`config.mk`:
```
export PLATFORM = sky130hd
export DESIGN_NAME = bird_motion
export DESIGN_NICKNAME = d
export VERILOG_FILES = /design/src/rtl/bird_pkg.sv /design/src/rtl/bird_motion_rise_edge.sv /design/src/rtl/bird_motion.sv
export SDC_FILE = /design/constraint.sdc
export NUM_CORES = 1
export LEC_CHECK = 0
export ABC_AREA = 1
export CORE_MARGIN = 1.5
export CORE_UTILIZATION = 54
export CTS_CLUSTER_SIZE = 25
export DETAILED_ROUTE_END_ITERATION = 8
export PLACE_DENSITY = 0.77
export SLEW_MARGIN = 20
export SYNTH_ARGS = -nofsm -noshare
export SYNTH_HDL_FRONTEND = slang
export SYNTH_SLANG_ARGS = --single-unit
```
`constraint.sdc`:
```
create_clock -name clk -period 1.6 [get_ports clk]
set_clock_uncertainty 0.1 [all_clocks]
set_input_delay 0.32 -clock clk [delete_from_list [all_inputs] [get_ports clk]]
set_output_delay 0.32 -clock clk [all_outputs]
set_load 0.01 [all_outputs]
```
`src/rtl/bird_pkg.sv`:
```
// Shared types and default geometry for the bird vertical-motion controller.
package bird_pkg;

    typedef enum logic [1:0] {IDLE, FLY, DEAD} bird_state_t;

    localparam int ROWS_DEF       = 16;
    localparam int START_ROW_DEF  = 7;
    localparam int RISE_STEPS_DEF = 2;

endpackage

```
`src/rtl/bird_motion_rise_edge.sv`:
```
// Rising-edge detector: one-cycle pulse on the first clock a level input is seen high.
module rise_edge (
    input  logic clk,
    input  logic reset,
    input  logic in,
    output logic pulse
);

    logic in_q;

    always_ff @(posedge clk or negedge reset) begin
        if (!reset) begin
            in_q <= 1'b0;
        end else begin
            in_q <= in;
        end
    end

    assign pulse = in & ~in_q;

endmodule

```
`src/rtl/bird_motion.sv`:
```
// Bird row controller: flaps buy a few climbing steps, otherwise each game step falls one row.
module bird_motion
    import bird_pkg::*;
#(
    parameter int ROWS       = ROWS_DEF,
    parameter int START_ROW  = START_ROW_DEF,
    parameter int RISE_STEPS = RISE_STEPS_DEF
) (
    input  logic                    clk,
    input  logic                    reset,
    input  logic                    tick,
    input  logic                    flap,
    output logic [$clog2(ROWS)-1:0] row,
    output logic                    alive,
    output logic                    dead,
    output logic                    step
);

    localparam int ROW_W = $clog2(ROWS);
    localparam int CNT_W = $clog2(RISE_STEPS + 1);

    localparam logic [ROW_W-1:0] START_V  = ROW_W'(START_ROW);
    localparam logic [ROW_W-1:0] LAST_V   = ROW_W'(ROWS - 1);
    localparam logic [ROW_W-1:0] ROW_ONE  = ROW_W'(1);
    localparam logic [CNT_W-1:0] RELOAD_V = CNT_W'(RISE_STEPS);
    localparam logic [CNT_W-1:0] CNT_ONE  = CNT_W'(1);

    bird_state_t      state_q;
    logic [ROW_W-1:0] row_q;
    logic [CNT_W-1:0] rise_cnt_q;
    logic             alive_q;
    logic             dead_q;
    logic             step_q;
    logic             tick_rise;
    logic             flap_rise;

    rise_edge u_tick_edge (
        .clk   (clk),
        .reset (reset),
        .in    (tick),
        .pulse (tick_rise)
    );

    rise_edge u_flap_edge (
        .clk   (clk),
        .reset (reset),
        .in    (flap),
        .pulse (flap_rise)
    );

    // alive/dead are registered alongside the state so they never glitch or overlap.
    always_ff @(posedge clk or negedge reset) begin
        if (!reset) begin
            state_q    <= IDLE;
            row_q      <= START_V;
            rise_cnt_q <= '0;
            alive_q    <= 1'b0;
            dead_q     <= 1'b0;
            step_q     <= 1'b0;
        end else begin
            step_q <= 1'b0;
            case (state_q)
                IDLE: begin
                    row_q <= START_V;
                    if (flap_rise) begin
                        state_q    <= FLY;
                        rise_cnt_q <= RELOAD_V;
                        alive_q    <= 1'b1;
                    end
                end
                FLY: begin
                    if (tick_rise) begin
                        step_q <= 1'b1;
                        // A flap landing on the same step reloads before this step consumes one.
                        if (rise_cnt_q != '0 || flap_rise) begin
                            row_q      <= (row_q == '0) ? '0 : row_q - ROW_ONE;
                            rise_cnt_q <= flap_rise ? RELOAD_V - CNT_ONE
                                                    : rise_cnt_q - CNT_ONE;
                        end else if (row_q == LAST_V) begin
                            state_q <= DEAD;
                            alive_q <= 1'b0;
                            dead_q  <= 1'b1;
                        end else begin
                            row_q <= row_q + ROW_ONE;
                        end
                    end else if (flap_rise) begin
                        rise_cnt_q <= RELOAD_V;
                    end
                end
                DEAD: begin
                    if (flap_rise) begin
                        state_q    <= IDLE;
                        row_q      <= START_V;
                        rise_cnt_q <= '0;
                        dead_q     <= 1'b0;
                    end
                end
                default: begin
                    state_q <= IDLE;
                    alive_q <= 1'b0;
                    dead_q  <= 1'b0;
                end
            endcase
        end
    end

    assign row   = row_q;
    assign alive = alive_q;
    assign dead  = dead_q;
    assign step  = step_q;

endmodule

```
* Yosys cells after proc, flatten, opt, wreduce, memory -nomap -nowiden
Index checks and enable logic that the tools add are counted.
W data, S select, Z words.
** Storage, ports and cells
- Input port bits :: 4
- RAM bits :: 0
- Word-level logic and storage cells :: 66
- Register bits after elaboration :: 13
- Output and inout bits :: 7
- Memories kept :: 0
- Bits in latches :: 0
- Bits in read-only memories :: 0
** Operators by class
- Mux-type cells :: 29
- Divide/modulo/power cells :: 0
- Multipliers :: 0
- Add/subtract/negate cells :: 3
- Bitwise logic cells :: 6
- Equality and inequality tests :: 10
- Magnitude comparators :: 0
- Shift-type cells :: 0
- Reductions and logical operators :: 10
** Operators by type and width (number)
- $mux W4 :: 5
- $mux W2 :: 9
- $reduce_and A5 Y1 :: 3
- $pmux W2 S3 :: 2
- $pmux W4 S3 :: 1
- $mux W1 :: 10
- $ne A2 B2 Y1 const B :: 5
- $ne A3 B3 Y1 const B :: 2
- $pmux W1 S3 :: 2
- $add A4 B1 Y4 const B :: 1
- $eq A4 B4 Y1 const B :: 1
- $logic_not A4 Y1 :: 1
- $not A1 Y1 :: 4
- $reduce_and A4 Y1 :: 1
- $sub A4 B1 Y4 const B :: 1
- $reduce_and A3 Y1 :: 1
- $reduce_bool A3 Y1 :: 1
- $and A1 B1 Y1 :: 2
- $eq A2 B1 Y1 const B :: 1
- $eq A2 B2 Y1 const B :: 1
- $logic_not A2 Y1 :: 1
- $reduce_bool A2 Y1 :: 1
- $sub A2 B1 Y2 const B :: 1
- $logic_or A1 B1 Y1 :: 1

* Longest topological paths before layout
Gate-level depths: netlist of run 1.
- Depth in word-level cells :: 6
- Gate-level depth with buffers :: 9
- Mapped depth without buffers :: 9

* Modules after synthesis
Synthesis of run 1 repeated with hierarchy kept, for this count alone.
** Unflattened totals
- Cells, all modules :: 122
- Area, all modules :: 939.7 um2
** Modules (own cells, without submodules)
- bird_motion :: cells each 116, times used 1, sequential area each 279.0 um2, area an instance 869.6 um2
- rise_edge :: cells each 3, times used 2, sequential area each 25.0 um2, area an instance 35.0 um2

* Least setup slack after synthesis of run 1
OpenSTA, ideal clock, no wires.
- Path kind :: register -> register
- From :: reg row_q[0], in the netlist row[0]
- To :: reg alive_q, in the netlist alive
- Cell stages (with the launch flop) :: 9
- Path buffers :: 0
- Setup time :: 0.121 ns
- Data required time :: 1.379 ns
- Arrival time :: 1.273 ns
- Clock period less this slack :: 1.494 ns
- Slack :: 0.106 ns
- Cells stage by stage :: dfstp_2 -> ha_1 -> nand3_2 -> nand2_1 -> nand2_1 -> inv_1 -> nand3_1 -> nand2_1 -> o21ai_1
** Between the ends
- Longest elaborated chain between the ends :: 3
** RTL lines
- start, declared :: RTL line bird_motion.sv:29 : logic [ROW_W-1:0] row_q;
- start signal, assigned :: RTL line bird_motion.sv:76 : row_q <= (row_q == '0) ? '0 : row_q - ROW_ONE;
- start signal, assigned :: RTL line bird_motion.sv:84 : row_q <= row_q + ROW_ONE;
- $eq A4 B4 Y1 :: RTL line bird_motion.sv:79 : end else if (row_q == LAST_V) begin
- $ne A2 B2 Y1 (no source line)
- $reduce_and A5 Y1 (no source line)
- end signal, assigned :: RTL line bird_motion.sv:68 : alive_q <= 1'b1;
- end signal, assigned :: RTL line bird_motion.sv:81 : alive_q <= 1'b0;
- end signal, assigned :: RTL line bird_motion.sv:100 : alive_q <= 1'b0;
- end, declared :: RTL line bird_motion.sv:31 : logic alive_q;
No other way between the ends.
A chain may end at the register's enable or synchronous reset.

* Worst setup path in the final report of run 1
- From :: reg row_q[1], in the netlist row[1]
- To :: out row[1]
** RTL lines
- end, declared :: RTL line bird_motion.sv:13 : output logic [$clog2(ROWS)-1:0] row,
No word-level cell between the ends.

==> results of run 1 <==
cell type report:
class / count / area share
sequential: 13 / 0.2529
multi-input combinational: 97 / 0.4827
tap: 17 / 0.01635
clock buffer: 4 / 0.02019
timing repair buffer: 28 / 0.1875
inverter: 14 / 0.04038
through the flow:
stage | setup TNS [ns] | utilization | cell area (µm²) | hold slack, ns
after global routing | -0.1100 | 0.7704 | 1301 | 0.2469
after detailed placement | -0.8378 | 0.6830 | 1154 | 0.3568
after floorplan | 0 | - | 953.4 | -0.07559
final | 0 | 0.7704 | 1301 | 0.2241
after CTS | 0 | 0.7067 | 1194 | 0.2288
after global placement | -0.4669 | 0.6830 | 1154 | 0.3550
worst register-to-register path, stage by stage (launching register included):
cell and delay, ns:
sky130_fd_sc_hd__dfstp_2 0.55, sky130_fd_sc_hd__buf_6 0.13, sky130_fd_sc_hd__ha_4 0.15, sky130_fd_sc_hd__nand3_4 0.09, sky130_fd_sc_hd__nand2_2 0.07, sky130_fd_sc_hd__nand2_2 0.06, sky130_fd_sc_hd__inv_2 0.07, sky130_fd_sc_hd__nand3_2 0.07
sky130_fd_sc_hd__nand2_1 0.08, sky130_fd_sc_hd__o21ai_1 0.07
synthesized netlist by cell type, drive strengths merged:
cell / instances / area, µm²
a21boi: 1 / 11.26
a21oi: 4 / 27.53
buf: 2 / 18.77
dfrtp: 10 / 250.2
dfstp: 3 / 78.83
ha: 7 / 87.58
inv: 14 / 52.55
nand2: 48 / 207.7
nand3: 17 / 102.6
nand4: 1 / 6.260
nor2: 11 / 53.80
nor3: 1 / 10.01
o211ai: 1 / 7.510
o21ai: 3 / 15.01
or2: 1 / 6.260
xor2: 2 / 17.52
flip-flops by register name, summed over array words and instances, names as in the netlist:
register,count
alive,1
dead,1
rise_cnt_q,2
row,4
state_q,2
step,1
u_flap_edge.in_q,1
u_tick_edge.in_q,1
path summary, 6_finish.rpt:
path,startpoint,end,slack (ns),depth (start not counted)
min in group clk,dead,dead,0.41,2
setup reg to reg,row[0],alive,0.05,9
hold / removal,reset,row[3],0.22,2
setup / recovery,row[1],row[1],0.02,1
max in group asynchronous,reset,row[0],0.93,2
hold reg to reg,dead,dead,0.41,2
report_power, final:
group	leakage (µW)	switching (µW)	internal, µW
Combinational	0.000521	1060	878
Clock	0.0000150	120	96.9
Sequential	0.000158	80.9	479
layer usage:
layer / wire length (µm) / vias to the layer above / part of all wire / GRT usage
met3: 48 / 2 / 0.023 / 0.03600
met2: 1161 / 20 / 0.55 / 0.3657
met1: 865 / 437 / 0.41 / 0.2707
met4: 21 / 0 / 0.010 / 0.07059
met5: 0 / - / 0 / 0
li1: - / 456 / - / -
what timing repair did:
action,4_1_cts,5_1_grt
pin swaps,0,3
gates resized for setup,7,24
setup endpoints to repair,4,13
setup buffers,1,4
logic make-up (layout without fill, tap and decap cells):
logic type                 after synthesis  count (layout)  share of synthesized area
adders and majority gates                7               7                    0.09186
DFF                                     13              13                     0.3451
buffers and inverters                   16              46                    0.07480
xor gates and xnor gates                 2               2                    0.01838
AOI/OAI and AO/OA                        9               9                    0.06431
and+or+nand+nor                         79              79                     0.4055
==> impl_metrics.py, run 1 <==
metrics = {
    "clocking": {
        "cts.path.max_buffers": 2,
        "clock_tree.root_cell": "sky130_fd_sc_hd__clkbuf_4",
        "clock_pin_slew_on_the_worst_setup_and_hold_paths_ns": 0.09,
        "clock_latency_ns": 0.29,
        "cts_tree": "yes",
        "holdBufCountCts": 0,
        "tritoncts_num_sinks": 13,
        "htreeDepth": 1,
        "tritoncts.num_buffers": 3,
    },
    "sta": {
        "worst_slew_pin_slew_ns": 0.2456,
        "normalized_max_slew_margin": 0.8357,
        "rsz0062_at_grt": "yes",
        "final_hold_vio_count": 0,
        "timing.final.crit_share": 0.9849,
        "post-route-worst-setup-slack_ns": 0.02409,
        "max_freq_ghz": 0.6346,
        "finalSetupViolations": 0,
        "min_cycle_time_layout_ns": 1.576,
        "maxSlewViolCount": 0,
    },
    "routing": {
        "remaining_drc_errors": 0,
        "detailroute.via_count": 915,
        "drtIter0Drc": 19,
        "ant_nets": 0,
        "wire_per_inst_um": 12.11,
        "post_drt_via_cell_ratio": 5.289,
        "drt_pre_antenna_iters": 4,
        "finalWirelength_um": 2095,
    },
    "worst_setup_path": {
        "cp.buffers_inverters": 1,
        "path_delay_family": "flip-flops",
        "cp_cell_sequence": "dlygate4sd2_1",
        "critical-path-max-stage-delay_ns": 0.59,
        "timing.critical_path.fanout_max": 4,
        "setup.worst_path.class": "reg2out",
        "crit_slowest_cell": "sky130_fd_sc_hd__dfstp_2",
        "cp-end-kind": "primary output",
        "cp-start-kind": "register",
        "worst_ep_arrival_time_ns": 1.16,
        "critical_path_required_ns": 1.18,
    },
    "global_routing": {
        "grt_remaining_overflow": 0,
        "antenna_violations_before_repair": 0,
        "grt_pass1_vias": 785,
        "grt_max_degree": 14,
        "global_route_wire_length_before_repair_um": 3208,
        "grt_use_total": 0.2135,
    },
    "final_layout": {
        "design.final.nets": 168,
        "num_antenna_cells": 0,
        "area.growth.synth_to_final_pct": 36.48,
        "sequential_cell_area_um2": 329.1,
        "layout.cells.most_common": "sky130_fd_sc_hd__nand2_1",
        "fillerInstances": 127,
        "mostFrequentLayoutCells": "38 x sky130_fd_sc_hd__nand2_1, 17 x sky130_fd_sc_hd__buf_4, 14 x sky130_fd_sc_hd__nand3_1",
        "drive_gt1_frac": 0.3782,
        "layout.cells.non_filler": 173,
        "multi_input_area_um2": 628.1,
    },
    "die": {
        "design.die.area_mm2": 0.002027,
        "ioPinCount": 11,
        "floorplan.initialDensity": 0.5644,
        "design.core.area_mm2": 0.001689,
        "die_width_um": 45.02,
        "die_h_um": 45.02,
        "rows": 15,
    },
    "pwr": {
        "post-layout-total-power_uw": 2719,
        "power.ir.vdd_worst_uv": 1473,
        "p_leak_uw": 0.0006943,
        "power_density_of_the_placed_cells_mw_per_mm2": 2089,
    },
    "synthesis": {
        "share_of_the_yosys_chip_area_belonging_to_registers": 0.3451,
        "synth_nets": 137,
        "synth.lib_cells_used.distinct": 26,
        "postSynthCellCount": 126,
        "synthesis.area_per_instance_um2": 7.567,
        "yosysWarnings": 0,
        "netlist_area_um2": 953.4,
        "synth.ff_latch_count": 13,
    },
    "placement": {
        "pre_cts_ws_ns": -0.1210,
        "place_hpwl_um": 1481,
        "final_gp_congestion": 0.8573,
        "placed_cells_incl_taps": 164,
        "port-buffer-count": 10,
    },
    "outcome": {
        "outcome": "completed",
    },
    "job": {
        "drv_cap": 0,
    },
    "hold_path": {
        "min-delay-path-class": "in2async",
    },
}
(Power assumes the default switching activity.)
==> run 2: changes to the inputs <==
--- a/config.mk
+++ b/config.mk
@@ -6,11 +6,14 @@
 export NUM_CORES = 1
 export LEC_CHECK = 0
 export ABC_AREA = 1
+export CELL_PAD_IN_SITES_DETAIL_PLACEMENT = 1
+export CELL_PAD_IN_SITES_GLOBAL_PLACEMENT = 1
 export CORE_MARGIN = 1.5
-export CORE_UTILIZATION = 54
+export CORE_UTILIZATION = 42
+export CTS_BUF_LIST = sky130_fd_sc_hd__clkbuf_2
 export CTS_CLUSTER_SIZE = 25
 export DETAILED_ROUTE_END_ITERATION = 8
-export PLACE_DENSITY = 0.77
+export PLACE_DENSITY_LB_ADDON = 0.1
 export SLEW_MARGIN = 20
 export SYNTH_ARGS = -nofsm -noshare
 export SYNTH_HDL_FRONTEND = slang
==> run 2 against run 1 <==
Net effect:
- non-clock buffer count grew 3
- combinational power rose by 6%
- via count is 1.1% higher
- register-to-register slack got worse by 0.02 ns
- flip-flop and latch count did not move
- clock power fell by 9.2%
- fmax grew 0.30%
- critical endpoint is now row[0]
- largest power group unchanged
==> impl_metrics.py, run 2 (synthesis results as in run 1) <==
metrics = {
    "final_layout": {
        "design.final.nets": 171,
        "mostFrequentLayoutCells": "38 x sky130_fd_sc_hd__nand2_1, 19 x sky130_fd_sc_hd__buf_4, 14 x sky130_fd_sc_hd__nand3_1",
        "multi_input_area_um2": 631.9,
        "fillerInstances": 276,
        "area.growth.synth_to_final_pct": 39.11,
        "largest_register_ff_count": 4,
        "layout.cells.most_common": "sky130_fd_sc_hd__nand2_1",
        "drive_gt1_frac": 0.3962,
        "sequential_cell_area_um2": 330.3,
        "num_antenna_cells": 0,
        "share_of_the_core_filled_with_cells_in_the_final_layout": 0.6113,
    },
    "hold_path": {
        "min-delay-path-class": "in2async",
    },
    "worst_setup_path": {
        "ff2ff_path_depth": 8,
        "crit-reg2reg-capture": "row[0]",
        "critical_path_required_ns": 1.76,
        "setup.worst_path.class": "reg2reg",
        "timing.critical_path.fanout_max": 5,
        "worstReg2RegStart": "row[0]",
        "cp-end-kind": "register",
        "worst_ep_arrival_time_ns": 1.73,
        "cp-start-kind": "register",
        "ff2ff_setup_slack_ns": 0.03,
    },
    "sta": {
        "finalSetupViolations": 0,
        "rsz0062_at_grt": "yes",
        "min_cycle_time_layout_ns": 1.571,
        "setup-tns-final_ns": 0,
        "worst_slew_pin_slew_ns": 0.2620,
        "max_freq_ghz": 0.6365,
        "timing.final.crit_share": 0.9820,
        "final_hold_vio_count": 0,
        "post-route-worst-setup-slack_ns": 0.02885,
        "maxSlewViolCount": 0,
        "normalized_max_slew_margin": 0.8247,
    },
    "clocking": {
        "tritoncts_num_sinks": 13,
        "tritoncts.num_buffers": 3,
        "clock_tree.root_cell": "sky130_fd_sc_hd__clkbuf_2",
        "htreeDepth": 1,
        "clock_pin_slew_on_the_worst_setup_and_hold_paths_ns": 0.15,
        "cts.path.max_buffers": 2,
        "cts_tree": "yes",
        "clock_latency_ns": 0.31,
        "holdBufCountCts": 0,
    },
    "global_routing": {
        "antenna_violations_before_repair": 0,
        "grt_max_degree": 14,
        "grt_use_total": 0.2310,
        "global_route_wire_length_before_repair_um": 4319,
        "grt_pass1_vias": 965,
        "grt_remaining_overflow": 0,
    },
    "die": {
        "design.die.area_mm2": 0.002565,
        "design.core.area_mm2": 0.002170,
        "rows": 17,
        "die_width_um": 50.65,
        "floorplan.initialDensity": 0.4394,
        "ioPinCount": 11,
        "die_h_um": 50.65,
    },
    "routing": {
        "finalWirelength_um": 2858,
        "drt_pre_antenna_iters": 2,
        "drtIter0Drc": 4,
        "remaining_drc_errors": 0,
        "detailroute.via_count": 925,
        "wire_per_inst_um": 15.28,
        "post_drt_via_cell_ratio": 4.947,
        "ant_nets": 0,
    },
    "placement": {
        "pre_cts_ws_ns": -0.1253,
        "final_gp_congestion": 0.8150,
        "place_hpwl_um": 1893,
        "port-buffer-count": 10,
    },
    "job": {
        "drv_cap": 0,
    },
    "pwr": {
        "p_leak_uw": 0.0006754,
        "power_density_of_the_placed_cells_mw_per_mm2": 2117,
        "post-layout-total-power_uw": 2807,
        "power.ir.vdd_worst_uv": 1212,
    },
    "outcome": {
        "outcome": "completed",
    },
}
[run 2: cell types whose count changed in the layout (fill, tap and decap cells not counted), moves of 2 or more]
| cell | previous run | this run |
|---|---|---|
| sky130_fd_sc_hd__clkbuf_4 | 3 | 0 |
| sky130_fd_sc_hd__clkbuf_2 | 0 | 4 |
| sky130_fd_sc_hd__dlymetal6s2s_1 | 3 | 0 |
| sky130_fd_sc_hd__dlygate4sd2_1 | 3 | 7 |
| sky130_fd_sc_hd__buf_4 | 17 | 19 |
[run 2: worst max-delay path, stage by stage (launching register included)]
cell and delay (ns):
sky130_fd_sc_hd__dfstp_2 0.57, sky130_fd_sc_hd__buf_6 0.13, sky130_fd_sc_hd__inv_2 0.06, sky130_fd_sc_hd__ha_2 0.20, sky130_fd_sc_hd__nand2_2 0.11, sky130_fd_sc_hd__nor2_1 0.06, sky130_fd_sc_hd__o21ai_1 0.14, sky130_fd_sc_hd__nand2_1 0.08
sky130_fd_sc_hd__nand2_1 0.07
[run 2: worst max path at each step]
stage,start,to,slack [ns],cells past startpoint
floorplan,row[0],alive,0.11,8
global placement,flap,row[3],-0.10,8
detailed placement,flap,row[3],-0.13,8
CTS,state_q[0],row[3],0.01,9
global route,rise_cnt_q[1],row[0],-0.06,7
finish,row[0],row[0],0.03,8
[run 2: layer usage]
layer | part of all wire | GRT usage | wire (µm) | up-vias
met5 | 0 | 0 | 0 | -
met4 | 0.019 | 0.1081 | 53 | 0
met3 | 0.017 | 0.03869 | 49 | 5
met2 | 0.51 | 0.4013 | 1461 | 10
met1 | 0.45 | 0.2756 | 1294 | 446
li1 | - | - | - | 464
[run 2: power by group]
group	switching, µW	leakage (µW)	internal, µW
combinational	1170	0.000502	883
clock	131	0.0000166	66.1
sequential	78.0	0.000157	481
total	1380	0.000675	1430
[run 2: layout make-up]
cell class              count  share of cell area
well taps                  28             0.02642
repair buffers             31              0.1934
flip-flops and latches     13              0.2491
clock buffers               4             0.01509
inverters                  14             0.03962
multi-input cells          97              0.4764
[run 2: per-stage QoR]
| step | hold WS [ns] | instances | area, µm² |
|---|---|---|---|
| after floorplan | -0.07559 | 126 | 953.4 |
| after global placement | 0.3656 | 175 | 1167 |
| after detailed placement | 0.3784 | 175 | 1167 |
| after CTS | 0.1919 | 183 | 1234 |
| after global routing | 0.1989 | 187 | 1326 |
| final | 0.1998 | 187 | 1326 |
[run 2: repair_timing]
action / in CTS / in global routing
buffers inserted: 4 / 4
pin swaps: 0 / 3
cloned: 0 / 0
resized for setup: 14 / 17
endpoints found under the setup margin: 15 / 9
